<file path="src/rtl/dmem_access_ctrl_pkg.sv">
// dmem_pkg: shared width, funct3 encodings and FSM state type
// for the M-stage data-memory controller.
package dmem_pkg;

   localparam int XLEN = 32;

   localparam logic [2:0] F3_LB  = 3'b000;
   localparam logic [2:0] F3_LH  = 3'b001;
   localparam logic [2:0] F3_LW  = 3'b010;
   localparam logic [2:0] F3_LBU = 3'b100;
   localparam logic [2:0] F3_LHU = 3'b101;
   localparam logic [2:0] F3_SB  = 3'b000;
   localparam logic [2:0] F3_SH  = 3'b001;
   localparam logic [2:0] F3_SW  = 3'b010;

   typedef enum logic [1:0] {
      IDLE,
      BUSY,
      DONE,
      DRAIN
   } state_t;

   // Access size lives in funct3[1:0]; halves need even, words need 4-aligned.
   function automatic logic misaligned_f(
      input logic [2:0] f3,
      input logic [1:0] off
   );
      unique case (f3[1:0])
         2'b00:   return 1'b0;
         2'b01:   return off[0];
         default: return off != 2'b00;
      endcase
   endfunction

endpackage

</file>
<file path="src/rtl/dmem_access_ctrl_if.sv">
// dmem_access_ctrl_if: pipeline-side and memory-side signals of the
// data-memory controller; slave = controller view, master = environment.
interface dmem_access_ctrl_if;
   import dmem_pkg::*;

   logic            m_rd;
   logic            m_wr;
   logic [2:0]      m_funct3;
   logic [XLEN-1:0] m_addr;
   logic [XLEN-1:0] m_wdata;
   logic            waiting;
   logic [XLEN-1:0] ld_data;
   logic            misaligned;
   logic            mem_req;
   logic            mem_we;
   logic [XLEN-1:0] mem_addr;
   logic [3:0]      mem_wstrb;
   logic [XLEN-1:0] mem_wdata;
   logic            mem_ack;
   logic [XLEN-1:0] mem_rdata;

   modport slave (
      input  m_rd, m_wr, m_funct3, m_addr, m_wdata,
      input  mem_ack, mem_rdata,
      output waiting, ld_data, misaligned,
      output mem_req, mem_we, mem_addr, mem_wstrb, mem_wdata
   );

   modport master (
      output m_rd, m_wr, m_funct3, m_addr, m_wdata,
      output mem_ack, mem_rdata,
      input  waiting, ld_data, misaligned,
      input  mem_req, mem_we, mem_addr, mem_wstrb, mem_wdata
   );

endinterface

</file>
<file path="src/rtl/dmem_access_ctrl_load_align.sv">
// load_align: picks the addressed byte/half of a memory word and
// sign- or zero-extends it according to the load funct3.
module load_align
   import dmem_pkg::*;
(
   input  logic [XLEN-1:0] i_rdata,
   input  logic [1:0]      i_off,
   input  logic [2:0]      i_funct3,
   output logic [XLEN-1:0] o_data
);

   logic [7:0]  w_b;
   logic [15:0] w_h;

   always_comb begin
      w_b = i_rdata[7:0];
      unique case (i_off)
         2'd0: w_b = i_rdata[7:0];
         2'd1: w_b = i_rdata[15:8];
         2'd2: w_b = i_rdata[23:16];
         2'd3: w_b = i_rdata[31:24];
      endcase
      w_h = i_off[1] ? i_rdata[31:16] : i_rdata[15:0];
   end

   always_comb begin
      o_data = i_rdata;
      unique case (i_funct3)
         F3_LB:   o_data = {{24{w_b[7]}}, w_b};
         F3_LH:   o_data = {{16{w_h[15]}}, w_h};
         F3_LBU:  o_data = {24'd0, w_b};
         F3_LHU:  o_data = {16'd0, w_h};
         F3_LW:   o_data = i_rdata;
         default: o_data = i_rdata;
      endcase
   end

endmodule

</file>
<file path="src/rtl/dmem_access_ctrl.sv">
// dmem_access_ctrl: M-stage load/store controller, req/ack memory handshake, pipeline stall.
// Define STORE_BUFFER_EN for a one-entry background store buffer (DRAIN state).
module dmem_access_ctrl
   import dmem_pkg::*;
(
   input  logic              clk,
   input  logic              rst,
   dmem_access_ctrl_if.slave bus
);

   state_t          r_state;
   state_t          w_state_nxt;
   logic            r_mem_req;
   logic            r_mem_we;
   logic [XLEN-1:0] r_mem_addr;
   logic [3:0]      r_mem_wstrb;
   logic [XLEN-1:0] r_mem_wdata;
   logic [XLEN-1:0] r_ld_data;
   logic [2:0]      r_f3;
   logic [1:0]      r_off;

   logic            w_any;
   logic            w_is_st;
   logic            w_mis;
   logic            w_access;
   logic            w_ack;
   logic            w_launch;
   logic            w_waiting;
   logic [3:0]      w_strb;
   logic [XLEN-1:0] w_lane;
   logic [XLEN-1:0] w_fmt;

   // A simultaneous rd/wr is a load; the store half is dropped.
   assign w_any    = bus.m_rd | bus.m_wr;
   assign w_is_st  = bus.m_wr & ~bus.m_rd;
   assign w_mis    = misaligned_f(bus.m_funct3, bus.m_addr[1:0]);
   assign w_access = w_any & ~w_mis;
   assign w_ack    = r_mem_req & bus.mem_ack;

   always_comb begin
      w_strb = 4'b1111;
      w_lane = bus.m_wdata;
      unique case (1'b1)
         (bus.m_funct3[1:0] == F3_SB[1:0]): begin
            w_strb = 4'b0001 << bus.m_addr[1:0];
            w_lane = {4{bus.m_wdata[7:0]}};
         end
         (bus.m_funct3[1:0] == F3_SH[1:0]): begin
            w_strb = 4'b0011 << bus.m_addr[1:0];
            w_lane = {2{bus.m_wdata[15:0]}};
         end
         (bus.m_funct3[1:0] == F3_SW[1:0]): begin
            w_strb = 4'b1111;
            w_lane = bus.m_wdata;
         end
         default: ;
      endcase
   end

   always_ff @(posedge clk or posedge rst) begin
      if (rst) r_state <= IDLE;
      else     r_state <= w_state_nxt;
   end

   always_comb begin
      w_state_nxt = r_state;
      w_waiting   = 1'b0;
      w_launch    = 1'b0;
      unique case (r_state)
         IDLE: begin
            if (w_access) begin
               w_launch    = 1'b1;
               w_waiting   = 1'b1;
               w_state_nxt = BUSY;
`ifdef STORE_BUFFER_EN
               if (w_is_st) begin
                  w_waiting   = 1'b0;
                  w_state_nxt = DRAIN;
               end
`endif
            end
         end
         BUSY: begin
            w_waiting = 1'b1;
            if (w_ack) w_state_nxt = DONE;
         end
         DONE: w_state_nxt = IDLE;
`ifdef STORE_BUFFER_EN
         // Anything new waits for the buffered store to retire.
         DRAIN: begin
            w_waiting = w_any;
            if (w_ack) w_state_nxt = IDLE;
         end
`endif
         default: w_state_nxt = IDLE;
      endcase
   end

   always_ff @(posedge clk or posedge rst) begin
      if (rst) begin
         r_mem_req   <= 1'b0;
         r_mem_we    <= 1'b0;
         r_mem_addr  <= '0;
         r_mem_wstrb <= 4'b0000;
         r_mem_wdata <= '0;
         r_ld_data   <= '0;
         r_f3        <= 3'b000;
         r_off       <= 2'b00;
      end else if (w_launch) begin
         r_mem_req   <= 1'b1;
         r_mem_we    <= w_is_st;
         r_mem_addr  <= {bus.m_addr[XLEN-1:2], 2'b00};
         r_mem_wstrb <= w_is_st ? w_strb : 4'b0000;
         r_mem_wdata <= w_is_st ? w_lane : '0;
         r_f3        <= bus.m_funct3;
         r_off       <= bus.m_addr[1:0];
      end else if (w_ack) begin
         r_mem_req <= 1'b0;
         if (!r_mem_we) r_ld_data <= w_fmt;
      end
   end

   load_align u_align (
      .i_rdata  (bus.mem_rdata),
      .i_off    (r_off),
      .i_funct3 (r_f3),
      .o_data   (w_fmt)
   );

   assign bus.waiting    = w_waiting & ~rst;
   assign bus.misaligned = (r_state == IDLE) & w_any & w_mis & ~rst;
   assign bus.ld_data    = r_ld_data;
   assign bus.mem_req    = r_mem_req;
   assign bus.mem_we     = r_mem_we;
   assign bus.mem_addr   = r_mem_addr;
   assign bus.mem_wstrb  = r_mem_wstrb;
   assign bus.mem_wdata  = r_mem_wdata;

endmodule
</file>
<file path="src/flat_wrapper.sv">
// flat-port wrapper written by rule: the top's interface ports become plain ports
module dmem_access_ctrl_flat import dmem_pkg::*;
  (clk, rst, bus_m_rd, bus_m_wr, bus_m_funct3, bus_m_addr, bus_m_wdata, bus_mem_ack, bus_mem_rdata, bus_waiting, bus_ld_data, bus_misaligned, bus_mem_req, bus_mem_we, bus_mem_addr, bus_mem_wstrb, bus_mem_wdata);
  dmem_access_ctrl_if bus_i ();
  input  logic clk;
  input  logic rst;
  input wire logic [$bits(bus_i.m_rd)-1:0] bus_m_rd;
  input wire logic [$bits(bus_i.m_wr)-1:0] bus_m_wr;
  input wire logic [$bits(bus_i.m_funct3)-1:0] bus_m_funct3;
  input wire logic [$bits(bus_i.m_addr)-1:0] bus_m_addr;
  input wire logic [$bits(bus_i.m_wdata)-1:0] bus_m_wdata;
  input wire logic [$bits(bus_i.mem_ack)-1:0] bus_mem_ack;
  input wire logic [$bits(bus_i.mem_rdata)-1:0] bus_mem_rdata;
  output wire logic [$bits(bus_i.waiting)-1:0] bus_waiting;
  output wire logic [$bits(bus_i.ld_data)-1:0] bus_ld_data;
  output wire logic [$bits(bus_i.misaligned)-1:0] bus_misaligned;
  output wire logic [$bits(bus_i.mem_req)-1:0] bus_mem_req;
  output wire logic [$bits(bus_i.mem_we)-1:0] bus_mem_we;
  output wire logic [$bits(bus_i.mem_addr)-1:0] bus_mem_addr;
  output wire logic [$bits(bus_i.mem_wstrb)-1:0] bus_mem_wstrb;
  output wire logic [$bits(bus_i.mem_wdata)-1:0] bus_mem_wdata;
  assign bus_i.m_rd = bus_m_rd;
  assign bus_i.m_wr = bus_m_wr;
  assign bus_i.m_funct3 = bus_m_funct3;
  assign bus_i.m_addr = bus_m_addr;
  assign bus_i.m_wdata = bus_m_wdata;
  assign bus_i.mem_ack = bus_mem_ack;
  assign bus_i.mem_rdata = bus_mem_rdata;
  assign bus_waiting = bus_i.waiting;
  assign bus_ld_data = bus_i.ld_data;
  assign bus_misaligned = bus_i.misaligned;
  assign bus_mem_req = bus_i.mem_req;
  assign bus_mem_we = bus_i.mem_we;
  assign bus_mem_addr = bus_i.mem_addr;
  assign bus_mem_wstrb = bus_i.mem_wstrb;
  assign bus_mem_wdata = bus_i.mem_wdata;
  dmem_access_ctrl u_core (.clk(clk), .rst(rst), .bus(bus_i));
endmodule
</file>
<file path="config.mk">
export PLATFORM = sky130hd
export DESIGN_NAME = dmem_access_ctrl_flat
export DESIGN_NICKNAME = d
export VERILOG_FILES = /design/src/rtl/dmem_access_ctrl_pkg.sv /design/src/rtl/dmem_access_ctrl_if.sv /design/src/rtl/dmem_access_ctrl_load_align.sv /design/src/rtl/dmem_access_ctrl.sv /design/src/flat_wrapper.sv
export SDC_FILE = /design/constraint.sdc
export NUM_CORES = 1
export LEC_CHECK = 0
export BUFFER_PORTS_ARGS = -buffer_cell sky130_fd_sc_hd__buf_2
export CORE_AREA = 2 2 101 103
export DETAILED_ROUTE_END_ITERATION = 8
export DIE_AREA = 0 0 103 105
export PLACE_DENSITY = 0.83
export SKIP_CTS_REPAIR_TIMING = 1
export SLEW_MARGIN = 15
export SYNTH_ARGS = -nofsm -noshare
export SYNTH_HDL_FRONTEND = slang
export SYNTH_SLANG_ARGS = --single-unit
</file>
<file path="constraint.sdc">
create_clock -name clk -period 9.2 [get_ports clk]
set_clock_uncertainty 0.15 [all_clocks]
set_input_delay 0.46 -clock clk [delete_from_list [all_inputs] [get_ports clk]]
set_output_delay 0.46 -clock clk [all_outputs]
set_load 0.01 [all_outputs]
</file>
==> impl_metrics.tcl, run 1 <==
set metrics [dict create \
    p_leak_nw 3.15 \
    final_layout_size_suffix_gt1_share_pct 43.2 \
    path_cells "buf_2, o21a_1, or4_2, or3b_4, o21ai_0" \
    min_path_type "input port to asynchronous set/reset pin" \
    rsz0062_at_grt "no" \
    yosysWarningCount 0 \
    die_w_um 103 \
    grt_pass1_vias 4081 \
    dp.cells 760 \
    endpoint_kind "register" \
    grt_first_pass_wirelength_um 20000 \
    synth_largest_area_cell "dfrtp_1" \
    async_flop_share_pct 100 \
    instances_no_fill 777 \
    gp_routability_congestion 0.882 \
    vias_per_cell 5.29 \
    wl_per_cell_um 16.4 \
    finalNetCount 743 \
    root_buffer "clkbuf_8" \
    placed_area_um2 5910 \
    areaGrowthSynthToFinish_pct 27.1 \
    core_area_um2 9640 \
    row_count 36 \
    antenna_found_initial 0 \
    cts_max_level 3 \
    finalCriticalPeriod_ns 2.62 \
    post-route-util_pct 63.8 \
    cts.sinks 107 \
    dp_slack_ns 6.18 \
    yosysUniqueCellTypes 40 \
    power.total_mw 1.94 \
    start_util_pct 50.2 \
    pin_count 208 \
    syn-instance-count 451 \
    ys_seq_area_share_pct 55.4 \
    ir_drop_mv 0.119 \
    status "finished clean" \
    grt_max_degree 64 \
    hpwl_um 9490 \
    critPathMaxFanout 32 \
    clock_path_buffers 2 \
    dieArea_um2 10800 \
    cp_slowest_cell "or4_2" \
    clk_pin_slew_ns 0.10 \
    grt_overflow 0 \
    firstDrtPassIters 5 \
    tightest_slew_ns 0.920 \
    syn_area_um2 4840 \
    synth.area.top_cells "dfrtp_1, mux2_2, mux2i_1" \
    critPathKind "input port to register" \
    tns_ns 0 \
    setup_slack_ns 6.58 \
    drt_iter0_drc 133 \
    diodes 0 \
    syn_area_per_cell_um2 10.7 \
    synth_ff_type "dfrtp_1" \
    cp-start-kind "input port" \
    drc 0 \
    drv_slew 0 \
    maxCapViolations 0 \
    cp.arrival_ns 2.75 \
    synth_edf_count 0 \
    slew_headroom_pct 38.5 \
    die_y_um 105 \
    cp.required_ns 9.33 \
    setup_violations 0 \
    fin_crit_sh_pct 28.5 \
    power_density_nw_per_um2 315 \
    cts_buffers 9 \
    cts_tree "done" \
    via_count 4112 \
    insertion_delay_ns 0.37 \
    final_area_um2 6150 \
    ant_nets 0 \
    grt_usage_pct 23.7 \
    whs_ns 0.0304 \
    port_buffers 205 \
    hold_viol 0 \
    synth_seq_cells 107 \
    critPathMaxStageDelay_ns 0.86 \
    synth_top_area_share_pct 55.4 \
    fmax_mhz 382 \
    routed_wl_um 12700 \
]
## registers in the layout (all words and copies together), names as in the netlist
register              flops
u_core.bus.ld_data       32
u_core.bus.mem_wdata     32
u_core.bus.mem_addr      30
u_core.bus.mem_wstrb      4
u_core.r_f3               3
u_core.r_off              2
u_core.r_state            2
u_core.bus.mem_req        1
u_core.bus.mem_we         1
## synth_stat cells (3+ instances only)
master    count
mux2i_1      32
o21ai_0      38
o22ai_1       8
inv_1         6
a22o_1        8
nor2_1       42
buf_1         4
mux2_2       35
dfrtp_1     107
a21oi_1      13
a31oi_1      17
a221oi_1      7
nor2b_1       8
o21ai_2       9
clkbuf_1     22
buf_6         3
nand2_1      65
## power by group
part           internal, mW  switching (mW)
clock network         0.168           0.157
registers             0.683           0.143
logic                 0.365           0.420
## placed cells by master (no fill, tap or decap), types with 2 or more instances in the layout
master / instances
buf_2: 205
a31oi_1: 17
conb_1: 2
inv_1: 5
or2_2: 2
clkbuf_8: 11
o21ai_2: 9
mux2i_1: 32
a21oi_1: 13
buf_4: 4
nor2b_1: 8
a22o_1: 8
o21ai_0: 38
mux2_2: 35
o22ai_1: 8
nor3b_1: 2
a221oi_1: 7
dfrtp_1: 107
nand2_1: 65
bufinv_16: 2
nor2_1: 42
## critical path, delay by kind of cell
family	cells	cell delay [ns]
buf+inv	1	0.30
simple gates	2	1.48
compound gates	2	0.49
## cells by family after synthesis
kind of cell / synth area share, %
AND/OR/NAND/NOR: 11.3
AO/OA/AOI/OAI: 14.4
multiplexers: 15.2
buffers and inverters: 3.70
other: 0.0775
flip-flops: 55.4
## worst paths after layout
check	from	endpoint	slack [ns]	cells past startpoint
setup / recovery	bus_m_funct3[1]	u_core.bus.mem_wdata[18]$_DFFE_PP0P_	6.58	5
hold / removal	rst	u_core.bus.mem_we$_DFFE_PP0P_	0.03	2
setup reg to reg	u_core.r_state[0]$_DFFE_PP0P_	u_core.bus.mem_wdata[18]$_DFFE_PP0P_	6.58	4
hold reg to reg	u_core.bus.ld_data[3]$_DFFE_PP0P_	u_core.bus.ld_data[3]$_DFFE_PP0P_	0.33	2
max in group asynchronous	rst	u_core.bus.ld_data[13]$_DFFE_PP0P_	7.68	3
min in group clk	bus_mem_ack	u_core.bus.mem_req$_DFFE_PP0P_	0.15	2
## layout make-up
cell class	instances	area, um^2
Sequential cell	107	2680
Inverter	6	25.0
Clock buffer	12	155
Timing Repair Buffer	209	1060
Multi-Input combinational cell	306	1990
Clock inverter	4	72.6
Tap cell	133	166
Fill cell	823	3490
## metal layers
| layer | routed length [um] | vias up | track usage [%] | part of all wire, % |
|---|---|---|---|---|
| met4 | 279 | 0 | 8.83 | 2.2 |
| met1 | 5320 | 1956 | 29.1 | 42 |
| li1 | - | 1956 | - | - |
| met3 | 1070 | 23 | 6.29 | 8.4 |
| met2 | 6060 | 177 | 39.5 | 48 |
| met5 | 0 | - | 0 | 0 |
Power figures use the tool's default switching activity.
==> inputs of run 2 (changes only) <==
Settings changed: CORE_AREA 2 2 101 103 to 2 2 110 112, DIE_AREA 0 0 103 105 to 0 0 112 114, PLACE_DENSITY 0.83 to 0.74.
Clock period 9.2 ns to 2.4 ns, I/O delays scaled along.
==> impl_metrics.tcl, run 2 (synthesis gave the netlist of run 1 again) <==
set metrics [dict create \
    status "complete, but fails checks" \
    violations "negative hold slack" \
    areaGrowthSynthToFinish_pct 49.7 \
    whs_ns -0.0395 \
    path_cells "or2_2, or4_4, or3b_2, o21ai_0" \
    multiInputGateArea_um2 2010 \
    row_count 40 \
    slew_headroom_pct 34.3 \
    power.total_mw 7.88 \
    dp.cells 786 \
    hpwl_um 10100 \
    antenna_found_initial 1 \
    root_buffer "clkbuf_16" \
    ir_drop_mv 0.604 \
    dp_slack_ns -0.0354 \
    dieArea_um2 12800 \
    hold_viol 7 \
    cp.required_ns 2.52 \
    reg2reg_from "u_core.r_state[1]$_DFFE_PP0P_" \
    startpoint "u_core.r_state[1]$_DFFE_PP0P_" \
    holdPathStages 3 \
    rsz0062_at_grt "no" \
    finalCriticalPeriod_ns 2.24 \
    min_from "bus_m_wdata[31]" \
    power_density_nw_per_um2 1090 \
    grt_usage_pct 20.7 \
    instances_no_fill 893 \
    grt_max_degree 62 \
    gp_routability_congestion 0.926 \
    cp-start-kind "register" \
    tightest_slew_ns 0.984 \
    endpoint_kind "register" \
    final_layout_size_suffix_gt1_share_pct 39.0 \
    placed_area_um2 6030 \
    diodes 0 \
    drc 0 \
    mostFrequentLayoutCells "buf_2, dfrtp_1, dlygate4sd3_1" \
    insertion_delay_ns 0.35 \
    finalNetCount 845 \
    fill_cells 904 \
    wl_per_cell_um 17.3 \
    cts.sinks 107 \
    fmax_mhz 445 \
    vias_per_cell 5.21 \
    drt_iter0_drc 396 \
    min_path_type "input port to register" \
    final_area_um2 7240 \
    routed_wl_um 15500 \
    grt_first_pass_wirelength_um 21100 \
    use_met3_pct 6.80 \
    cts_tree "done" \
    cts_buffers 9 \
    critPathMaxFanout 7 \
    critPathMaxStageDelay_ns 0.59 \
    start_util_pct 41.3 \
    seq_area_um2 2680 \
    met2_usage_pct 34.6 \
    fin_crit_sh_pct 93.5 \
    final_common_cell "buf_2" \
    via_count 4651 \
    clock_path_buffers 2 \
    cts_max_level 3 \
    clk_pin_slew_ns 0.08 \
    cp.arrival_ns 2.36 \
    p_leak_nw 3.61 \
    tns_ns 0 \
    grt_overflow 0 \
    drv_slew 0 \
    firstDrtPassIters 4 \
    maxCapViolations 0 \
    pin_count 208 \
    die_w_um 112 \
    busiest_layer "met2" \
    grt_pass1_vias 4203 \
    use_met1_pct 26.6 \
    reg2reg_depth 4 \
    setup_slack_ns 0.155 \
    critPathKind "register to register" \
    cp_slowest_cell "or3b_2" \
    ant_nets 0 \
    setup_violations 0 \
    die_y_um 114 \
    port_buffers 205 \
    post-route-util_pct 61.8 \
    core_area_um2 11700 \
]
-- run 2: path summary, 6_finish.rpt --
check / to / slack [ns]
worst max-delay path: u_core.bus.mem_wdata[19]$_DFFE_PP0P_ / 0.16
worst min-delay path: u_core.bus.mem_wdata[31]$_DFFE_PP0P_ / -0.04
worst max register to register: u_core.bus.mem_wdata[19]$_DFFE_PP0P_ / 0.16
worst min register to register: u_core.r_state[1]$_DFFE_PP0P_ / 0.33
max in group asynchronous: u_core.bus.mem_addr[3]$_DFFE_PP0P_ / 1.15
min in group asynchronous: u_core.bus.mem_wdata[13]$_DFFE_PP0P_ / 0.41
-- run 2: critical path, delay by kind of cell (launching register included) --
kind	cells	cell delay, ns
AOI/OAI and AO/OA	1	0.20
DFF	1	0.41
and+or+nand+nor	3	1.41
-- run 2: power by group --
group / switching (mW) / total [mW] / internal [mW]
Clock: 0.712 / 1.45 / 0.734
Sequential: 0.483 / 3.11 / 2.62
Combinational: 1.79 / 3.33 / 1.54
-- run 2: cell type report --
class,count,share of cell area (%)
well taps,147,2.54
inverters,6,0.363
clock inverters,7,0.934
multi-input cells,308,27.8
flip-flops and latches,107,37.0
repair buffers,309,28.2
clock buffers,9,3.11
-- run 2: metal layers --
| metal | vias up | wire length [um] |
|---|---|---|
| met5 | - | 0 |
| met4 | 0 | 197 |
| met3 | 19 | 1420 |
| met2 | 217 | 7640 |
| met1 | 2253 | 6210 |
| li1 | 2162 | - |
==> inputs of run 3 (changes only) <==
Settings changed: CORE_AREA 2 2 110 112 to 2 2 78 155, DIE_AREA 0 0 112 114 to 0 0 80 157, PLACE_DENSITY 0.74 to 0.81.
==> impl_metrics.tcl, run 3 (synthesis gave the netlist of run 1 again) <==
set metrics [dict create \
    cts_tree "done" \
    drc 0 \
    ant_nets 0 \
    min_path_type "input port to register" \
    routed_wl_um 16200 \
    ir_drop_mv 0.523 \
    cts_max_level 3 \
    grt_max_degree 105 \
    dieArea_um2 12600 \
    die_y_um 157 \
    setup_slack_ns 0.0186 \
    use_met3_pct 3.78 \
    cp.required_ns 2.50 \
    vias_per_cell 5.33 \
    reg2reg_slack_ns 0.02 \
    whs_ns -0.0314 \
    start_util_pct 42.8 \
    post-route-util_pct 64.2 \
    p_sw_share_pct 38.2 \
    clkPwrFrac_pct 18.3 \
    pwr-share-seq_pct 39.4 \
    switchingPower_mw 3.05 \
    gp_routability_congestion 0.875 \
    antenna_found_initial 1 \
    clock_path_buffers 2 \
    cts_buffers 9 \
    hold_viol 4 \
    power.total_mw 7.97 \
    busiest_layer "met2" \
    fin_crit_sh_pct 99.2 \
    power_density_nw_per_um2 1100 \
    endpoint_kind "register" \
    drt_iter0_drc 394 \
    fmax_mhz 420 \
    use_met1_pct 23.8 \
    combPwrFrac_pct 42.3 \
    via_count 4736 \
    cp_slowest_cell "or4_2" \
    final_layout_size_suffix_gt1_share_pct 38.7 \
    tightest_slew_ns 0.882 \
    firstDrtPassIters 8 \
    critPathMaxFanout 15 \
    insertion_delay_ns 0.35 \
    p_int_mw 4.93 \
    p_leak_nw 3.60 \
    pin_count 208 \
    grt_usage_pct 21.7 \
    row_count 55 \
    hpwl_um 10200 \
    die_w_um 80 \
    wl_per_cell_um 18.3 \
    drv_slew 0 \
    core_area_um2 11300 \
    tns_ns 0 \
    port_buffers 205 \
    grt_overflow 0 \
    dp_slack_ns 0.0204 \
    grt_pass1_vias 4241 \
    met2_usage_pct 39.2 \
    violations "negative hold slack" \
    critPathKind "register to register" \
    final_common_cell "buf_2" \
    grt_first_pass_wirelength_um 20900 \
    areaGrowthSynthToFinish_pct 49.7 \
    rsz0062_at_grt "yes" \
    cts.sinks 107 \
    status "complete, but fails checks" \
    root_buffer "clkbuf_16" \
    slew_headroom_pct 41.1 \
    finalCriticalPeriod_ns 2.38 \
    critPathMaxStageDelay_ns 0.64 \
    mostFrequentLayoutCells "buf_2, dfrtp_1, dlygate4sd3_1" \
    finalNetCount 844 \
    cp.arrival_ns 2.48 \
    clk_pin_slew_ns 0.08 \
    setup_violations 0 \
    path_cells "or2_2, or4_2, or3b_4, o21ai_0" \
    cp-start-kind "register" \
    maxCapViolations 0 \
]
-- run 3: cell types whose count changed in the layout (fill, tap and decap cells not counted), sizes merged --
cell / delta
clkinvlp: +1
inv: -1
buf: -2
clkinv: -1
diode: +1
or3b: -1
clkbuf: +1
dlygate4sd3: +2
-- run 3: worst paths after layout --
check | from | end | depth (start not counted)
min | bus_m_addr[0] | u_core.r_off[0]$_DFFE_PP0P_ | 2
min in group asynchronous | rst | u_core.bus.mem_req$_DFFE_PP0P_ | 3
max in group asynchronous | rst | u_core.r_off[0]$_DFFE_PP0P_ | 4
max | u_core.r_state[0]$_DFFE_PP0P_ | u_core.bus.mem_wdata[26]$_DFFE_PP0P_ | 4
min reg2reg | u_core.r_state[1]$_DFFE_PP0P_ | u_core.r_state[1]$_DFFE_PP0P_ | 1
max reg2reg | u_core.r_state[0]$_DFFE_PP0P_ | u_core.bus.mem_wdata[26]$_DFFE_PP0P_ | 4
-- run 3: metal layers --
| layer | vias up | routed length [um] |
|---|---|---|
| met5 | - | 0 |
| met4 | 0 | 926 |
| met3 | 87 | 1000 |
| met2 | 282 | 9040 |
| met1 | 2208 | 5270 |
| li1 | 2159 | - |
-- run 3: layout make-up --
type,count,area (um^2)
antenna,1,2.50
multi-input combinational,307,2000
tap,142,178
inverter,6,26.3
clock inverter,6,55.1
sequential,107,2680
fill,876,4050
timing repair buffer,309,2060
clock buffer,10,239
-- run 3: critical path, delay by kind of cell (launching register included) --
kind	cells	cell delay, ns
AND/OR/NAND/NOR	3	1.48
AO/OA/AOI/OAI	1	0.26
flip-flops	1	0.39
-- run 3: metrics by stage --
stage / cell area (um^2) / instances
2_1_floorplan: 4840 / 452
3_3_place_gp: 6010 / 778
3_5_place_dp: 6010 / 778
4_1_cts: 6310 / 794
5_1_grt: 7240 / 888
6_report: 7240 / 888
-- run 3: power by group through the flow --
stage | sequential, mW | clock (mW) | combinational, mW
after floorplan | 3.43 | 0 | 1.53
after global placement | 3.10 | 0 | 3.08
after detailed placement | 3.14 | 0 | 3.18
after CTS | 3.11 | 1.50 | 3.19
after global routing | 3.22 | 1.56 | 3.72
final | 3.14 | 1.46 | 3.37
